[src/rtl/hazard_tracker_if.sv]
// Decode-stage hazard query bundle: the instruction currently in decode and the
// stall/forwarding answer returned for it.
interface hazard_tracker_if #(
    parameter int T_SIZE = 3,
    parameter int SEL_W  = 2
);
    logic                     d_valid;
    logic [4:0]               d_rs;
    logic [4:0]               d_rt;
    logic signed [T_SIZE-1:0] d_tuse_rs;
    logic signed [T_SIZE-1:0] d_tuse_rt;
    logic                     d_wr_en;
    logic [4:0]               d_dst;
    logic [T_SIZE-1:0]        d_tnew;
    logic                     d_md_start;
    logic                     d_md_div;
    logic                     d_md_use;
    logic                     stall;
    logic [SEL_W-1:0]         fwd_rs_sel;
    logic [SEL_W-1:0]         fwd_rt_sel;
    logic                     fwd_rs_rdy;
    logic                     fwd_rt_rdy;
    logic                     md_busy;

    modport master (
        output d_valid, d_rs, d_rt, d_tuse_rs, d_tuse_rt, d_wr_en, d_dst, d_tnew,
               d_md_start, d_md_div, d_md_use,
        input  stall, fwd_rs_sel, fwd_rt_sel, fwd_rs_rdy, fwd_rt_rdy, md_busy
    );

    modport slave (
        input  d_valid, d_rs, d_rt, d_tuse_rs, d_tuse_rt, d_wr_en, d_dst, d_tnew,
               d_md_start, d_md_div, d_md_use,
        output stall, fwd_rs_sel, fwd_rt_sel, fwd_rs_rdy, fwd_rt_rdy, md_busy
    );
endinterface

[src/rtl/hazard_tracker.sv]
// Stall / forwarding tracker beside decode. Keeps one record per downstream
// stage of in-flight GPR writes (dst, remaining Tnew) and checks the decode
// operands' Tuse against it. Slot 0 = E, slot STAGES-1 = last writeback stage.
// Optional multiply/divide busy tracking is enabled by defining MDU_BUSY_EN.
module hazard_tracker #(
    parameter int STAGES      = 3,
    parameter int T_SIZE      = 3,
    parameter int SEL_W       = $clog2(STAGES + 1),
    parameter int MULT_CYCLES = 5,
    parameter int DIV_CYCLES  = 10
) (
    input logic            clk,
    input logic            reset_n,
    hazard_tracker_if.slave hz
);

    logic [STAGES-1:0]             vld_q, vld_d;
    logic [STAGES-1:0][4:0]        dst_q, dst_d;
    logic [STAGES-1:0][T_SIZE-1:0] tnew_q, tnew_d;

    logic             gpr_stall;
    logic             stall;
    logic             rs_stall, rt_stall;
    logic             rs_rdy, rt_rdy;
    logic [SEL_W-1:0] rs_sel, rt_sel;

    // Youngest match wins the select; any match whose result is not yet due stalls.
    // A negative Tuse (sign bit set) means the operand is not read at all.
    function automatic logic [SEL_W+1:0] lookup(
        input logic [4:0]                    src,
        input logic [T_SIZE-1:0]             tuse,
        input logic [STAGES-1:0]             vld,
        input logic [STAGES-1:0][4:0]        dst,
        input logic [STAGES-1:0][T_SIZE-1:0] tnew
    );
        logic             st;
        logic             rdy;
        logic [SEL_W-1:0] sel;
        st  = 1'b0;
        rdy = 1'b1;
        sel = '0;
        for (int k = STAGES - 1; k >= 0; k--) begin
            if (vld[k] && (dst[k] == src) && !tuse[T_SIZE-1]) begin
                if (tnew[k] > tuse) st = 1'b1;
                sel = SEL_W'(k + 1);
                rdy = (tnew[k] == '0);
            end
        end
        return {st, rdy, sel};
    endfunction

    // Operand lookups against the registered slot record.
    always_comb begin
        {rs_stall, rs_rdy, rs_sel} = lookup(hz.d_rs, hz.d_tuse_rs, vld_q, dst_q, tnew_q);
        {rt_stall, rt_rdy, rt_sel} = lookup(hz.d_rt, hz.d_tuse_rt, vld_q, dst_q, tnew_q);
        gpr_stall = hz.d_valid & (rs_stall | rt_stall);
    end

`ifdef MDU_BUSY_EN
    localparam int MD_MAX = (MULT_CYCLES > DIV_CYCLES) ? MULT_CYCLES : DIV_CYCLES;
    localparam int CW     = $clog2(MD_MAX + 1);

    logic [CW-1:0] md_cnt_q, md_cnt_d;
    logic          md_s0_q, md_s0_d;
    logic          md_busy;
    logic          md_go;

    // MDU occupancy: the counter loads on an accepted start and runs down to 0.
    always_comb begin
        md_busy  = (md_cnt_q != '0) | md_s0_q;
        stall    = gpr_stall | (hz.d_valid & hz.d_md_use & md_busy);
        md_go    = hz.d_valid & hz.d_md_start & ~stall;
        md_s0_d  = md_go;
        md_cnt_d = (md_cnt_q != '0) ? md_cnt_q - CW'(1) : '0;
        if (md_go) md_cnt_d = hz.d_md_div ? CW'(DIV_CYCLES) : CW'(MULT_CYCLES);
    end

    // MDU counter register.
    always_ff @(posedge clk or negedge reset_n) begin
        if (!reset_n) begin
            md_cnt_q <= '0;
            md_s0_q  <= 1'b0;
        end else begin
            md_cnt_q <= md_cnt_d;
            md_s0_q  <= md_s0_d;
        end
    end
`else
    logic md_busy;
    logic unused_md;

    // Without MDU tracking the stall is purely the GPR decision.
    always_comb begin
        md_busy   = 1'b0;
        stall     = gpr_stall;
        unused_md = hz.d_md_start ^ hz.d_md_div ^ hz.d_md_use;
    end
`endif

    // Slot shift: new write enters slot 0, older entries age with saturating Tnew.
    always_comb begin
        vld_d     = '0;
        dst_d     = '0;
        tnew_d    = '0;
        vld_d[0]  = hz.d_valid & ~stall & hz.d_wr_en & (hz.d_dst != 5'd0);
        dst_d[0]  = hz.d_dst;
        tnew_d[0] = hz.d_tnew;
        for (int i = 1; i < STAGES; i++) begin
            vld_d[i]  = vld_q[i-1];
            dst_d[i]  = dst_q[i-1];
            tnew_d[i] = (tnew_q[i-1] == '0) ? '0 : tnew_q[i-1] - T_SIZE'(1);
        end
    end

    // Slot record register.
    always_ff @(posedge clk or negedge reset_n) begin
        if (!reset_n) begin
            vld_q  <= '0;
            dst_q  <= '0;
            tnew_q <= '0;
        end else begin
            vld_q  <= vld_d;
            dst_q  <= dst_d;
            tnew_q <= tnew_d;
        end
    end

    // Drive the answer back onto the bundle.
    always_comb begin
        hz.stall      = stall;
        hz.fwd_rs_sel = rs_sel;
        hz.fwd_rt_sel = rt_sel;
        hz.fwd_rs_rdy = rs_rdy;
        hz.fwd_rt_rdy = rt_rdy;
        hz.md_busy    = md_busy;
    end

endmodule

[src/flat_wrapper.sv]
// flat-port wrapper written by rule: the top's interface ports become plain ports
module hazard_tracker_flat 
#(
    parameter int STAGES      = 3,
    parameter int T_SIZE      = 3,
    parameter int SEL_W       = $clog2(STAGES + 1),
    parameter int MULT_CYCLES = 5,
    parameter int DIV_CYCLES  = 10
)
  (clk, reset_n, hz_d_valid, hz_d_rs, hz_d_rt, hz_d_tuse_rs, hz_d_tuse_rt, hz_d_wr_en, hz_d_dst, hz_d_tnew, hz_d_md_start, hz_d_md_div, hz_d_md_use, hz_stall, hz_fwd_rs_sel, hz_fwd_rt_sel, hz_fwd_rs_rdy, hz_fwd_rt_rdy, hz_md_busy);
  hazard_tracker_if #(.T_SIZE(T_SIZE), .SEL_W(SEL_W)) hz_i ();
  input logic clk;
  input logic reset_n;
  input wire logic [$bits(hz_i.d_valid)-1:0] hz_d_valid;
  input wire logic [$bits(hz_i.d_rs)-1:0] hz_d_rs;
  input wire logic [$bits(hz_i.d_rt)-1:0] hz_d_rt;
  input wire logic [$bits(hz_i.d_tuse_rs)-1:0] hz_d_tuse_rs;
  input wire logic [$bits(hz_i.d_tuse_rt)-1:0] hz_d_tuse_rt;
  input wire logic [$bits(hz_i.d_wr_en)-1:0] hz_d_wr_en;
  input wire logic [$bits(hz_i.d_dst)-1:0] hz_d_dst;
  input wire logic [$bits(hz_i.d_tnew)-1:0] hz_d_tnew;
  input wire logic [$bits(hz_i.d_md_start)-1:0] hz_d_md_start;
  input wire logic [$bits(hz_i.d_md_div)-1:0] hz_d_md_div;
  input wire logic [$bits(hz_i.d_md_use)-1:0] hz_d_md_use;
  output wire logic [$bits(hz_i.stall)-1:0] hz_stall;
  output wire logic [$bits(hz_i.fwd_rs_sel)-1:0] hz_fwd_rs_sel;
  output wire logic [$bits(hz_i.fwd_rt_sel)-1:0] hz_fwd_rt_sel;
  output wire logic [$bits(hz_i.fwd_rs_rdy)-1:0] hz_fwd_rs_rdy;
  output wire logic [$bits(hz_i.fwd_rt_rdy)-1:0] hz_fwd_rt_rdy;
  output wire logic [$bits(hz_i.md_busy)-1:0] hz_md_busy;
  assign hz_i.d_valid = hz_d_valid;
  assign hz_i.d_rs = hz_d_rs;
  assign hz_i.d_rt = hz_d_rt;
  assign hz_i.d_tuse_rs = hz_d_tuse_rs;
  assign hz_i.d_tuse_rt = hz_d_tuse_rt;
  assign hz_i.d_wr_en = hz_d_wr_en;
  assign hz_i.d_dst = hz_d_dst;
  assign hz_i.d_tnew = hz_d_tnew;
  assign hz_i.d_md_start = hz_d_md_start;
  assign hz_i.d_md_div = hz_d_md_div;
  assign hz_i.d_md_use = hz_d_md_use;
  assign hz_stall = hz_i.stall;
  assign hz_fwd_rs_sel = hz_i.fwd_rs_sel;
  assign hz_fwd_rt_sel = hz_i.fwd_rt_sel;
  assign hz_fwd_rs_rdy = hz_i.fwd_rs_rdy;
  assign hz_fwd_rt_rdy = hz_i.fwd_rt_rdy;
  assign hz_md_busy = hz_i.md_busy;
  hazard_tracker #(.STAGES(STAGES), .T_SIZE(T_SIZE), .SEL_W(SEL_W), .MULT_CYCLES(MULT_CYCLES), .DIV_CYCLES(DIV_CYCLES)) u_core (.clk(clk), .reset_n(reset_n), .hz(hz_i));
endmodule
[config.mk]
export PLATFORM = sky130hd
export DESIGN_NAME = hazard_tracker_flat
export DESIGN_NICKNAME = d
export VERILOG_FILES = /design/src/rtl/hazard_tracker_if.sv /design/src/rtl/hazard_tracker.sv /design/src/flat_wrapper.sv
export SDC_FILE = /design/constraint.sdc
export NUM_CORES = 1
export LEC_CHECK = 0
export BUFFER_PORTS_ARGS = -buffer_cell sky130_fd_sc_hd__buf_4
export CAP_MARGIN = 20
export CORE_MARGIN = 5
export CORE_UTILIZATION = 50
export DETAILED_ROUTE_END_ITERATION = 16
export MAX_ROUTING_LAYER = met4
export PLACE_DENSITY_LB_ADDON = 0.15
export SYNTH_ARGS = -nofsm -noshare
export SYNTH_HDL_FRONTEND = slang
export SYNTH_SLANG_ARGS = --single-unit
[constraint.sdc]
create_clock -name clk -period 2.54 [get_ports clk]
set_clock_uncertainty 0.1 [all_clocks]
set_input_delay 0.254 -clock clk [delete_from_list [all_inputs] [get_ports clk]]
set_output_delay 0.254 -clock clk [all_outputs]
set_load 0.03 [all_outputs]
# Word-level counts from Yosys, hierarchy flattened
# Cells that the tools add are included.
classes:
  n_addsub: 2
  magnitude_cmp: 6
  n_eq_ne: 6
  n_mux: 26
  n_bitwise: 6
  reduce_logical: 18
ops:
  columns: ["cell", "n"]
  rows:
  - ["$eq A5 B5 Y1", 6]
  - ["$gt A3 B3 Y1", 6]
  - ["$mux W1", 18]
  - ["$logic_and A1 B1 Y1", 12]
  - ["$mux W2", 6]
  - ["$logic_not A3 Y1", 3]
  - ["$mux W3", 2]
  - ["$sub A3 B1 Y3 const B", 2]
  - ["$reduce_bool A5 Y1", 1]
  - ["$and A1 B1 Y1", 4]
  - ["$logic_not A1 Y1", 2]
  - ["$not A1 Y1", 1]
  - ["$or A1 B1 Y1", 1]
totals:
  register_bits: 27
  input_bits: 31
  output_inout_bits: 8
  word_cells: 71

# Depth between registers and ports, before layout
# Gate-level depths: netlist of run 1.
depth:
  depth_word: 14
  mapped_depth: 8

# Worst setup path after synthesis of run 1
# OpenSTA, ideal clock, no wires.
synth_timing:
  kind: "reg2out"
  start: "register u_core.tnew_q[1] (netlist bit)"
  end: "output port hz_stall"
  arrival_time_ns: 1.992
  setup_slack_ns: 0.194
  path_stages_with_launch: 8
  path_buffers: 0
  cell_sequence: "dfrtp_1 -> ha_1 -> nor2b_1 -> o21ai_0 -> nand2b_1 -> a32o_1 -> or4_1 -> and2_1"
synth_via:
  elab_chain_len: 5
  word_cells_on_any_way: 8
synth_lines:
  columns: ["item", "line_no", "source"]
  rows:
  - ["start: declaration", "hazard_tracker.sv:19", "logic [STAGES-1:0][T_SIZE-1:0] tnew_q, tnew_d;"]
  - ["start signal: assignment", "hazard_tracker.sv:124", "tnew_q <= tnew_d;"]
  - ["$gt A3 B3 Y1", "hazard_tracker.sv:44", "if (tnew[k] > tuse) st = 1'b1;"]
  - ["$mux W1", "hazard_tracker.sv:44", null]
  - ["$mux W1", "hazard_tracker.sv:43", "if (vld[k] && (dst[k] == src) && !tuse[T_SIZE-1]) begin"]
  - ["$or A1 B1 Y1 (*)", "hazard_tracker.sv:56", "gpr_stall = hz.d_valid & (rs_stall | rt_stall);"]
  - ["$and A1 B1 Y1 (*)", "hazard_tracker.sv:56", null]
  - ["end: declaration", "flat_wrapper.sv:25", "output wire logic [$bits(hz_i.stall)-1:0] hz_stall;"]
# Mark *: on every way between the ends. The rest lies on a longest branch, timed or not.

# Worst setup path in the final report of run 1
layout_timing:
  start: "register u_core.tnew_q[4] (netlist bit)"
  end: "output port hz_stall"
layout_via:
  elab_chain_len: 7
  word_cells_on_any_way: 12
layout_lines:
  columns: ["item", "line_no"]
  rows:
  - ["$gt A3 B3 Y1", "hazard_tracker.sv:44"]
  - ["$mux W1", "hazard_tracker.sv:44"]
  - ["$mux W1", "hazard_tracker.sv:43"]
  - ["$mux W1", "hazard_tracker.sv:44"]
  - ["$mux W1", "hazard_tracker.sv:43"]
  - ["$or A1 B1 Y1 (*)", "hazard_tracker.sv:56"]
  - ["$and A1 B1 Y1 (*)", "hazard_tracker.sv:56"]
# Marked as above.

==> results of run 1 <==
==> layer usage <==
metal | vias to the layer above | global-route usage [%] | part of all wire, %
li1 | 699 | - | -
met1 | 709 | 27.0 | 43
met2 | 61 | 35.6 | 49
met3 | 4 | 2.13 | 7.2
met4 | 0 | 6.95 | 0.89
met5 | - | - | 0
==> registers in the layout (all words and copies together) (netlist names) <==
| signal | count |
|---|---|
| u_core.vld_q | 3 |
| u_core.dst_d | 10 |
| u_core.dst_q | 5 |
| u_core.tnew_q | 9 |
==> cell usage in the layout, fill, tap and decap left out, drive strengths merged, types with 3 or more instances in the layout <==
cell type	instances
o21ai	8
nor4	4
dfrtp	27
nor2	6
nand3	3
or4	3
nand4	4
ha	22
nand2b	8
a21oi	3
nor2b	8
clkbuf	4
xnor2	5
nand2	5
inv	22
xor2	16
buf	42
dlygate4sd3	9
==> tightest hold or removal path, cell delays in order <==
cell and delay, ps:
buf_4 110, o211ai_1 60, nor2_1 40
==> through the flow <==
stage               area, sq um  setup WS, ps
floorplan                  1700           194
global placement           2020         -21.7
detailed placement         2020          -102
CTS                        2150          -332
global route               2270          -320
finish                     2270          -236
==> final cells by class <==
type,instances,share of cell area (%)
Tap cell,46,2.54
Timing Repair Buffer,51,18.0
Sequential cell,27,29.9
Multi-Input combinational cell,119,44.7
Inverter,22,3.64
Clock buffer,4,1.16
==> repair_timing <==
action | 4_1_cts | 5_1_grt
hold buffers | 9 | 0
gates resized for setup | 4 | 17
hold endpoints to repair | 35 | 0
pin swaps | 5 | 7
setup endpoints to repair | 1 | 3
setup buffers | 1 | 5
gates cloned | 0 | 0
==> cells by family (layout without fill, tap and decap cells) <==
| family | after synthesis | in the layout | synth area share (%) |
|---|---|---|---|
| and+or+nand+nor | 44 | 44 | 14.6 |
| AOI/OAI and AO/OA | 30 | 30 | 12.4 |
| DFF | 27 | 27 | 39.7 |
| buffers and inverters | 23 | 77 | 5.30 |
| adders and majority gates | 22 | 22 | 16.2 |
| xor gates and xnor gates | 21 | 21 | 10.8 |
| other | 1 | 1 | 0.221 |
| muxes | 1 | 1 | 0.662 |
==> power by group through the flow <==
stage / Combinational, mW / Sequential (mW) / Clock, mW
floorplan: 0.109 / 0.481 / 0
global placement: 0.180 / 0.487 / 0
detailed placement: 0.194 / 0.489 / 0
CTS: 0.208 / 0.480 / 0.185
global route: 0.261 / 0.486 / 0.202
finish: 0.230 / 0.482 / 0.183
==> worst max-delay path by stage <==
stage / endpoint / slack (ps)
floorplan: hz_stall / 190
global placement: hz_stall / -20
detailed placement: hz_stall / -100
CTS: hz_stall / -330
global route: hz_stall / -320
finish: hz_stall / -240
==> impl_metrics.ini, run 1 <==
[pwr]
p_per_area_nw_per_um2 = 395
total_power_mw = 0.895
leakage_nw = 1.10
combPwrFrac_pct = 25.7
switching_share_pct = 29.1
power.switching_mw = 0.261
vdd_drop_max_uv = 375
power_frac_clock_pct = 20.4
internal_power_mw = 0.634
seq_power_share_pct = 53.8

[sta]
rsz0062_at_grt = yes
setup_viol = 1
postLayoutSetupSlackWorst_ps = -236
period_minus_slack_ps = 2780
whs_ps = 58.7
finalHoldViolations = 0
slew_viol_final = 0
tns_ps = -236
fmax_ghz = 0.360
fin_crit_sh_pct = 109

[clock_tree]
clk_latency_ps = 320
cts_tree = built
clk_pin_slew_ps = 150
cts.root.buffer_cell = clkbuf_4
numClockSinks = 27
h-tree-depth = 1
cts_buffers = 3
clk_path_buf_depth = 2

[route]
dr.pass1.iters = 4
drc = 0
vias = 1473
routed_via_density = 5.48
wl_mm = 4.25
antenna_left = 0
wl_per_cell_um = 15.8
drt_iter0_markers = 102

[cells_and_area]
layoutNonFillerInstCount = 269
n_fill_cell = 274
nets = 277
fin_util_pct = 68.5
seq_area_sq_um = 678
drive_gt1_share_pct = 26.9
syn2layout_area_growth_pct = 33.3
diodes = 0
multi_input_area_sq_um = 1010

[yosys]
syn_inst = 169
yosysSeqAreaShare_pct = 39.7
synth_fp_nets = 222
synth-seq-cells = 27
syn_area_sq_um = 1700
syn_area_per_cell_sq_um = 10.1
synth_top_area_share_pct = 39.7
synth_edf_count = 0
synth_area_leaders = dfrtp_1 40%, ha_1 16%, xor2_1 8.2%
ys_top_cells_by_count = 27 x dfrtp_1, 22 x ha_1, 22 x inv_1
synthDistinctLibCells = 35
yosys_warnings = 0
ys_async_sr_fraction_pct = 100
yosysMostFrequentCell = dfrtp_1
synth_flop_cell = dfrtp_1
netlist.top_cell.by_area = dfrtp_1

[global_route]
grt_max_degree = 28
antenna_found_initial = 0
grt-ovfl-total = 0
grt_pass1_wl_mm = 7.07
grtUsageTotal_pct = 21.3
grt_pass1_vias = 1578

[floorplan]
top_level_ports = 39
die-area_sq_um = 4670
fp.dieH_um = 68.3
core_area_sq_um = 3310
fp-row-count = 21
initial_core_util_pct = 51.4
die_w_um = 68.3

[placed_design]
place_congestion = 0.864
place_hpwl_mm = 3.39
port-buffer-count = 34
dpl.cell_count = 250

[hold_path]
whs_endpoint = u_core.vld_q[0]$_DFF_PN0_
hold_path.class = in2reg
min_from = hz_d_wr_en
hold_depth = 3

[run]
cap_viol_max_count = 0

[worst_setup_path]
reg2reg_depth = 7
crit_buf_inv = 1
cp_max_fo = 2
crit_chain = ha_1 > nor2b_1 > o21a_1 > o21ai_2 > o22ai_1 > or4_4 > and2_4 > buf_6
critPathTopFamily = simple AND/OR/NAND/NOR gates
critPathKind = reg2out
path_depth = 8
worstPathRequired_ps = 2190
critical_path.startpoint = u_core.tnew_q[4]$_DFF_PN0_
crit_arrival_ps = 2420
reg2reg_to = u_core.vld_q[0]$_DFF_PN0_
max_stage_delay_ps = 560
reg2reg_from = u_core.tnew_q[4]$_DFF_PN0_
cp-start-kind = register
end_kind = output port
r2r_slack_ps = 480
cp_slowest_cell = or4_4

[run_status]
outcome = finished, violations left
violations = negative setup slack
Note: power is estimated with default switching activity, not from simulation.
==> inputs of run 2 (changes only) <==
- CORE_ASPECT_RATIO: default -> 0.7
- SKIP_LAST_GASP: default -> 1
==> run 2 against run 1 <==
Against the previous run: power rose by 6.1%; critical endpoint unchanged; the flow still finishes with violations (negative setup slack); die area is 0.40% higher; register-to-register slack worse by 60 ps; utilization increased by 1.1 points.
==> impl_metrics.ini, run 2 (synthesis results as in run 1) <==
[global_route]
grt_pass1_vias = 1441
antenna_found_initial = 0
grt-ovfl-total = 0
busiest_layer = met2
gr-usage-met2_pct = 30.9
met3_usage_pct = 4.89
grt_max_degree = 28
grt_pass1_wl_mm = 6.73
grtUsageTotal_pct = 19.5
gr-usage-met1_pct = 25.5

[worst_setup_path]
cp_slowest_cell = or4_4
reg2reg_depth = 7
crit_arrival_ps = 2410
path_depth = 8
max_stage_delay_ps = 540
cp-start-kind = register
crit_chain = ha_1 > nor2b_1 > o21a_1 > o21ai_1 > o22ai_1 > or4_4 > and2_4 > buf_6
critPathTopFamily = simple AND/OR/NAND/NOR gates
crit_buf_inv = 1
end_kind = output port
cp_max_fo = 2
critPathKind = reg2out
worstPathRequired_ps = 2190

[sta]
fmax_ghz = 0.362
finalHoldViolations = 0
fin_crit_sh_pct = 109
rsz0062_at_grt = yes
tightest_slew_ps = 608
postLayoutSetupSlackWorst_ps = -223
period_minus_slack_ps = 2760
relSlewSlack_pct = 59.1
setup_viol = 2
slew_viol_final = 0
tns_ps = -271

[run]
cap_viol_max_count = 0

[floorplan]
fp.dieH_um = 58.8
top_level_ports = 39
die-area_sq_um = 4690
initial_core_util_pct = 52.9
fp-row-count = 17
die_w_um = 79.7
core_area_sq_um = 3210

[cells_and_area]
syn2layout_area_growth_pct = 31.5
mostFrequentLayoutCell = buf_4
nets = 277
layoutNonFillerInstCount = 270
n_fill_cell = 242
drive_gt1_share_pct = 23.3
largest_reg_flops = 10
diodes = 0
most-common-layout-cells = 41 x buf_4, 26 x dfrtp_1, 22 x inv_1

[run_status]
outcome = finished, violations left
violations = negative setup slack

[pwr]
p_per_area_nw_per_um2 = 425
leakage_nw = 1.09
vdd_drop_max_uv = 375

[route]
dr.pass1.iters = 4
routed_via_density = 5.57
vias = 1504
wl_mm = 4.32
antenna_left = 0
drt_iter0_markers = 150
drc = 0
wl_per_cell_um = 16.0

[clock_tree]
clk_path_buf_depth = 2
cts.root.buffer_cell = clkbuf_8
cts_tree = built
cts_buffers = 3
clk_latency_ps = 270
numClockSinks = 27
h-tree-depth = 1
cts_setup_buffers = 0
clk_pin_slew_ps = 90

[hold_path]
hold_depth = 3
hold_path.class = in2reg

[placed_design]
port-buffer-count = 34
dp_slack_ps = -43.2
place_congestion = 0.939
dpl.cell_count = 257
place_hpwl_mm = 3.54
run 2: changes by cell type in the layout (fill, tap and decap cells not counted), moves of 2 or more:
cell	delta
ha_4	-2
o21ai_1	+2
clkbuf_4	-3
ha_1	+2
clkbuf_8	+3
o21ai_2	-2
nor4_1	+2
nor4_2	-2
run 2: area by class of cell:
| cell class | instances | area (sq um) | share of cell area (%) |
|---|---|---|---|
| clock buffers | 3 | 41.3 | 1.85 |
| inverters | 22 | 82.6 | 3.69 |
| multi-input cells | 119 | 958 | 42.9 |
| flip-flops and latches | 27 | 677 | 30.3 |
| repair buffers | 51 | 409 | 18.3 |
| well taps | 47 | 58.8 | 2.63 |
| clock inverters | 1 | 8.76 | 0.392 |
run 2: through the flow:
| step | power, mW | instance area (sq um) | hold WS [ps] | util (%) |
|---|---|---|---|---|
| 5_1_grt | 1.00 | 2240 | 140 | 69.6 |
| 3_3_place_gp | 0.677 | 2070 | 73.9 | 64.4 |
| 3_5_place_dp | 0.689 | 2070 | 74.4 | 64.4 |
| 2_1_floorplan | 0.590 | 1700 | -142 | - |
| 4_1_cts | 0.944 | 2220 | 125 | 69.1 |
| 6_report | 0.950 | 2240 | 135 | 69.6 |
run 2: layer usage:
metal | up-vias | wire length, um | part of all wire (%)
met2 | 66 | 2020 | 47
met4 | 0 | 57 | 1.3
li1 | 699 | - | -
met5 | - | 0 | 0
met1 | 730 | 1910 | 44
met3 | 9 | 326 | 7.5
run 2: timing repair:
action                     4_1_cts  5_1_grt
pin swaps                        3        1
resized for setup                6        5
setup endpoints to repair        2        2
hold buffers                     9        0
hold endpoints to repair        35        0
run 2: path summary, 6_finish.rpt:
check	startpoint	to	slack, ps
min in group asynchronous	reset_n	u_core.dst_d[9]$_DFF_PN0_	310
max in group asynchronous	reset_n	u_core.tnew_q[1]$_DFF_PN0_	1770
hold / removal	hz_d_wr_en	u_core.vld_q[0]$_DFF_PN0_	140
hold reg to reg	u_core.vld_q[1]$_DFF_PN0_	u_core.vld_q[2]$_DFF_PN0_	330
setup / recovery	u_core.tnew_q[4]$_DFF_PN0_	hz_stall	-220
setup reg to reg	u_core.tnew_q[4]$_DFF_PN0_	u_core.vld_q[0]$_DFF_PN0_	420
run 2: report_power, final:
group          internal [mW]  switching (mW)  leakage, nW  total [mW]
logic                  0.113           0.108        0.746       0.221
clock network          0.115           0.132       0.0261       0.247
registers              0.454          0.0276        0.322       0.482
total                  0.682           0.267         1.09       0.950
run 2: worst reg2reg max path: cells and delay by family (launching register included):
| family | cells | cell delay [ps] |
|---|---|---|
| fa+ha+maj | 1 | 300 |
| compound gates | 3 | 460 |
| flops | 1 | 420 |
| simple gates | 3 | 780 |
